--- config.mk ---
export PLATFORM = sky130hd
export DESIGN_NAME = uart_rx_fifo
export DESIGN_NICKNAME = d
export VERILOG_FILES = /design/src/rtl/uart_rx_fifo.sv
export SDC_FILE = /design/constraint.sdc
export NUM_CORES = 1
export LEC_CHECK = 0
export ABC_AREA = 1
export CAP_MARGIN = 5
export CORE_MARGIN = 3
export CORE_UTILIZATION = 30
export CTS_CLUSTER_DIAMETER = 30
export DETAILED_ROUTE_END_ITERATION = 8
export GPL_TIMING_DRIVEN = 0
export HOLD_SLACK_MARGIN = 0.03
export PLACE_DENSITY = 0.5
export SYNTH_ARGS = -nofsm -noshare
export SYNTH_HDL_FRONTEND = slang
export SYNTH_SLANG_ARGS = --single-unit
export TNS_END_PERCENT = 5
--- constraint.sdc ---
create_clock -name i_clk -period 2.5 [get_ports i_clk]
set_clock_uncertainty 0.15 [all_clocks]
set_input_delay 0.5 -clock i_clk [delete_from_list [all_inputs] [get_ports i_clk]]
set_output_delay 0.5 -clock i_clk [all_outputs]
set_load 0.02 [all_outputs]
--- src/rtl/uart_rx_fifo.sv ---
`default_nettype none
// +--------------------------------------------------------------------------+
// | uart_rx_fifo: UART receive byte FIFO with overflow and line tracking. r1.0 |
// +--------------------------------------------------------------------------+
module uart_rx_fifo #(
  parameter int          DEPTH_LOG2 = 4,
  parameter logic [7:0]  TERM       = 8'h0A
) (
  input  logic                  i_clk,
  input  logic                  i_rst,
  input  logic [7:0]            i_rx_data,
  input  logic                  i_rx_ready,
  input  logic                  i_rd_en,
  input  logic                  i_clr_ovf,
  output logic [7:0]            o_rd_data,
  output logic                  o_rd_valid,
  output logic                  o_empty,
  output logic                  o_full,
  output logic [DEPTH_LOG2:0]   o_count,
  output logic [DEPTH_LOG2:0]   o_lines,
  output logic                  o_overflow,
  output logic [7:0]            o_drop_count
);

  localparam logic [DEPTH_LOG2:0] c_depth = {1'b1, {DEPTH_LOG2{1'b0}}};

  logic [7:0]            mem_q [0:(1<<DEPTH_LOG2)-1];
  logic                  rdy_q;
  logic [DEPTH_LOG2-1:0] wp_q, wp_d, rp_q, rp_d;
  logic [DEPTH_LOG2:0]   count_q, count_d, lines_q, lines_d;
  logic                  ovf_q, ovf_d;
  logic [7:0]            drop_q, drop_d;
  logic [7:0]            rd_data_q, rd_data_d;
  logic                  rd_valid_q, rd_valid_d;

  logic       w_empty, w_full, w_wr, w_rd, w_wr_acc, w_drop, w_wr_term, w_rd_term;
  logic [7:0] w_head;

  assign w_empty   = (count_q == '0);
  assign w_full    = (count_q == c_depth);
  assign w_wr      = i_rx_ready & ~rdy_q;
  assign w_rd      = i_rd_en & ~w_empty;
  // A full FIFO still accepts when the same cycle frees a slot.
  assign w_wr_acc  = w_wr & (~w_full | w_rd);
  assign w_drop    = w_wr & w_full & ~w_rd;
  assign w_head    = mem_q[rp_q];
  assign w_wr_term = w_wr_acc & (i_rx_data == TERM);
  assign w_rd_term = w_rd & (w_head == TERM);

  always_comb begin
    wp_d       = wp_q;
    rp_d       = rp_q;
    count_d    = count_q;
    lines_d    = lines_q;
    ovf_d      = ovf_q;
    drop_d     = drop_q;
    rd_data_d  = rd_data_q;
    rd_valid_d = w_rd;

    if (w_wr_acc) wp_d = wp_q + 1'b1;
    if (w_rd) begin
      rp_d      = rp_q + 1'b1;
      rd_data_d = w_head;
    end

    case ({w_wr_acc, w_rd})
      2'b10:   count_d = count_q + 1'b1;
      2'b01:   count_d = count_q - 1'b1;
      default: count_d = count_q;
    endcase

    case ({w_wr_term, w_rd_term})
      2'b10:   lines_d = lines_q + 1'b1;
      2'b01:   lines_d = lines_q - 1'b1;
      default: lines_d = lines_q;
    endcase

    // Clear takes priority for the flag; a simultaneous drop is counted afresh.
    if (i_clr_ovf) begin
      ovf_d  = 1'b0;
      drop_d = {7'b0, w_drop};
    end else if (w_drop) begin
      ovf_d = 1'b1;
      if (drop_q != 8'hFF) drop_d = drop_q + 8'd1;
    end
  end

  always_ff @(posedge i_clk) begin
    rdy_q <= i_rx_ready;
    if (!i_rst) begin
      wp_q       <= '0;
      rp_q       <= '0;
      count_q    <= '0;
      lines_q    <= '0;
      ovf_q      <= 1'b0;
      drop_q     <= 8'd0;
      rd_data_q  <= 8'd0;
      rd_valid_q <= 1'b0;
    end else begin
      wp_q       <= wp_d;
      rp_q       <= rp_d;
      count_q    <= count_d;
      lines_q    <= lines_d;
      ovf_q      <= ovf_d;
      drop_q     <= drop_d;
      rd_data_q  <= rd_data_d;
      rd_valid_q <= rd_valid_d;
    end
  end

  always_ff @(posedge i_clk) begin
    if (i_rst && w_wr_acc) mem_q[wp_q] <= i_rx_data;
  end

  assign o_rd_data    = rd_data_q;
  assign o_rd_valid   = rd_valid_q;
  assign o_empty      = w_empty;
  assign o_full       = w_full;
  assign o_count      = count_q;
  assign o_lines      = lines_q;
  assign o_overflow   = ovf_q;
  assign o_drop_count = drop_q;

endmodule
`default_nettype wire

# Yosys cells after proc, flatten, opt, wreduce, memory -nomap -nowiden
# Memory sizes are Yosys's and may differ from the RTL's. A register that Yosys moved wholly into a read port is not among the register bits.
# Index checks and enable logic that the tools add are counted.
[totals]
ff_bits = 37
latchBits = 0
ramBits = 128
romBits = 0
inputBits = 13
out_inout_bits = 30
elab_cells = 57
memories = 1
[op_classes]
addsub = 7
multipliers = 0
div_mod_pow = 0
magnitude_cmp = 0
n_eq_ne = 8
shifts = 0
mux = 9
bitwise = 13
n_reduce_logical = 9
[memory_table]
columns = ["memory", "words", "width", "rd", "rd_ports_with_merged_regs", "wr", "line", "rtl"]
rows = [
  ["mem_q", 16, 8, 1, 1, 1, "27", "logic [7:0] mem_q [0:(1<<DEPTH_LOG2)-1];"],
]
[ops]
columns = ["op", "n"]
rows = [
  ["case mux 5 bit (2 select lines)", 2],
  ["equality test 8 x 4 -> 1 bit (second input constant)", 2],
  ["adder 5 x 1 -> 5 bit (second input constant)", 2],
  ["subtractor 5 x 1 -> 5 bit (second input constant)", 2],
  ["adder 4 x 1 -> 4 bit (second input constant)", 2],
  ["adder 8 x 1 -> 8 bit (second input constant)", 1],
  ["2-to-1 mux 4 bit", 2],
  ["inequality test 8 bit (second input constant)", 1],
  ["nonzero test 2 bit", 4],
  ["AND 1 bit", 7],
  ["equality test 5 bit (second input constant)", 1],
  ["zero test 5 bit", 1],
  ["2-to-1 mux 1 bit", 5],
  ["inverter 1 bit", 5],
  ["equality test 2 x 1 -> 1 bit (second input constant)", 2],
  ["equality test 2 bit (second input constant)", 2],
  ["AND reduction 2 bit", 2],
  ["OR reduction 2 bit", 1],
  ["logical AND 1 bit", 1],
  ["bitwise OR 1 bit", 1],
]

# Longest topological paths before layout
[depth]
depth_word = 8
ltp_mapped = 21
ltp_nobuf = 19

# Worst setup path after synthesis
# OpenSTA, ideal clock, no wires.
[synth_timing]
kind = "register to register"
startpoint = "register with a tool-made name"
endpoint = "register lines_q[4], in the netlist o_lines[4]"
setup_ns = 0.129
arrival_time_ns = 2.408
t_required_ns = 2.221
path_slack_ns = -0.187
path_stages_with_launch = 19
path_buffers = 2
synth_period_minus_slack_ns = 2.687
path_cell_list = "dfxtp_1 buf_4 inv_2 buf_2 o21ai_1 o211ai_1 nand3_1 nand2_1 inv_1 nand2_1 nor2_1 ha_1 fa_1 nand3_1 nand2_1 o21ai_0 a21oi_1 o21ai_0 a21oi_1"
[synth_rtl]
columns = ["element", "line", "rtl"]
rows = [
  ["to (signal assigned)", "103", "lines_q <= lines_d;"],
  ["to (decl)", "30", "logic [DEPTH_LOG2:0] count_q, count_d, lines_q, lines_d;"],
]

==> flow_metrics.tcl <==
set metrics [dict create \
    status "finished with violations" \
    violations "negative setup slack" \
    antennaDiodeCount 0 \
    area_growth_pct 28.0 \
    drt-total-wl_um 19500 \
    die_w_um 163 \
    grtUsageTotal_pct 15.0 \
    routed_via_density 4.57 \
    cp_max_fo 6 \
    final_cell_area_um2 9470 \
    antenna_found_initial 0 \
    synth_area_leaders "edfxtp_1, dfxtp_1, nand2_1" \
    cts.htree.levels 4 \
    cts-root-buf "clkbuf_16" \
    hold_path_class "reg -> reg" \
    worst_setup_path_end_kind "register" \
    grt_pass1_vias 5072 \
    finalSetupViolations 4 \
    clock_path_buffers 2 \
    final_layout_size_suffix_gt1_share_pct 17.8 \
    crit_type "reg -> reg" \
    yosys_warnings 0 \
    hold_buffers 0 \
    power_density_nw_per_um2 901 \
    dr.pass1.iters 5 \
    fin_crit_ns 2.93 \
    holdWs_ns 0.320 \
    ioPinCount 43 \
    vias 5341 \
    crit_path_start_kind "register" \
    p_leak_nw 3.74 \
    finalHoldViolCount 0 \
    critPathBufInv 3 \
    grt_pass1_wl_um 29800 \
    ys_seq_area_share_pct 63.1 \
    ant_nets 0 \
    dpl.hpwl_um 12700 \
    fmaxAchievable_mhz 341 \
    vdd_ir_drop_max_mv 0.477 \
    rows 56 \
    start_util_pct 31.0 \
    synth_ff_type "edfxtp_1" \
    die_area_um2 26600 \
    layout.nets 865 \
    crit_path_frequent_cell "nand2_2" \
    grt_overflow 0 \
    timing.final.ws_setup_ns -0.433 \
    synth_area_leader_cell "edfxtp_1" \
    report.final.slew_viol_count 0 \
    dieHeight_um 163 \
    drc 0 \
    clock_latency_ns 0.43 \
    synth_top_area_share_pct 52.0 \
    synth_common_cells "nand2_1, edfxtp_1, nor2_1" \
    tritoncts "done" \
    netlist_instances 756 \
    syn-num-nets 784 \
    path_cells "buf_12 -> buf_12 -> nor2_1 -> nor2_1 -> o21ai_0 -> nand3_1 -> nand3_1 -> nand2_2 -> nor2_2 -> nand2_2 -> nor2_4 -> ha_4 -> ha_4 -> nand2_2 -> nor2_2 -> a211oi_2 -> xnor2_1 -> o21ai_1 -> inv_1" \
    slowest_stage "dfxtp_4" \
    synth-edff-count 128 \
    netlist_area_um2 7400 \
    syn_avg_cell_area_um2 9.78 \
    cts_made_buffers 17 \
    ys_types 31 \
    cts_sinks 169 \
    grt_max_degree 19 \
    place_congestion 0.836 \
    async_reset_ff_share_pct 0 \
    min_period_over_period_pct 117 \
    post_dp_cell_area_um2 8280 \
    maxCapViolCount 0 \
    core_area_um2 23800 \
    critPathMaxStageDelay_ns 0.38 \
    first_iter_violations 387 \
    cp.arrival_ns 3.11 \
    cp.required_ns 2.67 \
    grt_setup_unrepaired "yes" \
    io_buffers 42 \
    crit_family "simple AND/OR/NAND/NOR gates" \
    worst_pin_slew_ns 0.746 \
    max_slew_margin_pct 50.3 \
    synthMostInstantiatedCell "nand2_1" \
    avgRoutedWirePerCell_um 16.7 \
    power_mw 8.53 \
    clk_pin_slew_ns 0.07 \
    yosys_register_bits 169 \
]
metal layers:
layer	part of all wire (%)	up-vias	global-route usage (%)
met4	1.8	0	4.73
met2	47	99	24.0
met5	0	-	0
met1	47	2564	20.7
li1	-	2656	-
met3	4.1	22	2.79
cells by family after synthesis:
logic type	count (synthesis)	share of synthesized area, %
flip-flops	169	63.1
AND/OR/NAND/NOR	355	19.9
buffers and inverters	128	7.44
AO/OA/AOI/OAI	80	5.74
adder cells (fa/ha/maj)	15	2.74
XOR/XNOR	9	1.07
worst paths after layout:
check                     to  depth (start not counted)  slack, ns       start
setup / recovery  o_lines[3]                         19      -0.43    register
hold / removal    o_lines[4]                          1       0.32  o_lines[4]
setup reg to reg  o_lines[3]                         19      -0.43    register
hold reg to reg   o_lines[4]                          1       0.32  o_lines[4]
flip-flops by register name, summed over array words and instances, names as in the netlist, named ones only:
register and flops:
rdy_q 1, o_rd_data 8, rp_q 4, o_drop_count 8, o_rd_valid 1, mem_q 128
wp_q 4, o_count 5, o_lines 5, o_overflow 1
power breakdown:
part           total (mW)  switching [mW]  internal (mW)
clock network        2.68            1.25           1.44
registers            3.24           0.102           3.14
logic                2.60            1.53           1.08
total                8.53            2.88           5.65
layout make-up:
class | instances | area (µm²)
Tap cell | 319 | 399
Buffer | 27 | 309
Clock buffer | 17 | 425
Timing Repair Buffer | 64 | 636
Inverter | 99 | 382
Fill cell | 2369 | 14400
Multi-Input combinational cell | 459 | 2480
Clock inverter | 15 | 171
Sequential cell | 169 | 4670
placed cells by master (no fill, tap or decap), types with 6 or more instances in the layout:
cell type,count
nand2_1,149
edfxtp_1,128
inv_1,96
nor2_1,75
nand3_1,63
dfxtp_1,40
clkdlybuf4s50_1,36
o21ai_0,33
nor2_2,22
buf_4,20
a21oi_1,20
clkbuf_16,18
nand3_2,15
o21ai_1,14
nand2_2,12
buf_6,9
ha_1,9
nor2_4,8
xor2_1,8
o211ai_1,7
inv_6,6
inv_8,6
repair_timing:
action,4_1_cts,5_1_grt
setup endpoints to repair,134,71
buffers inserted,16,4
gates resized for setup,96,31
cloned,1,1
pin swaps,15,25
stage by stage:
step	instances	setup TNS (ns)	setup slack, ns	utilization [%]
detailed placement	1117	-99.93	-1.06	34.8
global route	1169	-4.02	-0.603	39.7
floorplan	756	-0.00385	-0.00385	-
CTS	1165	-1.38	-0.400	39.1
finish	1169	-1.31	-0.433	39.7
global placement	1117	-102.39	-1.09	34.8
Note: power is estimated with default switching activity, not from simulation.
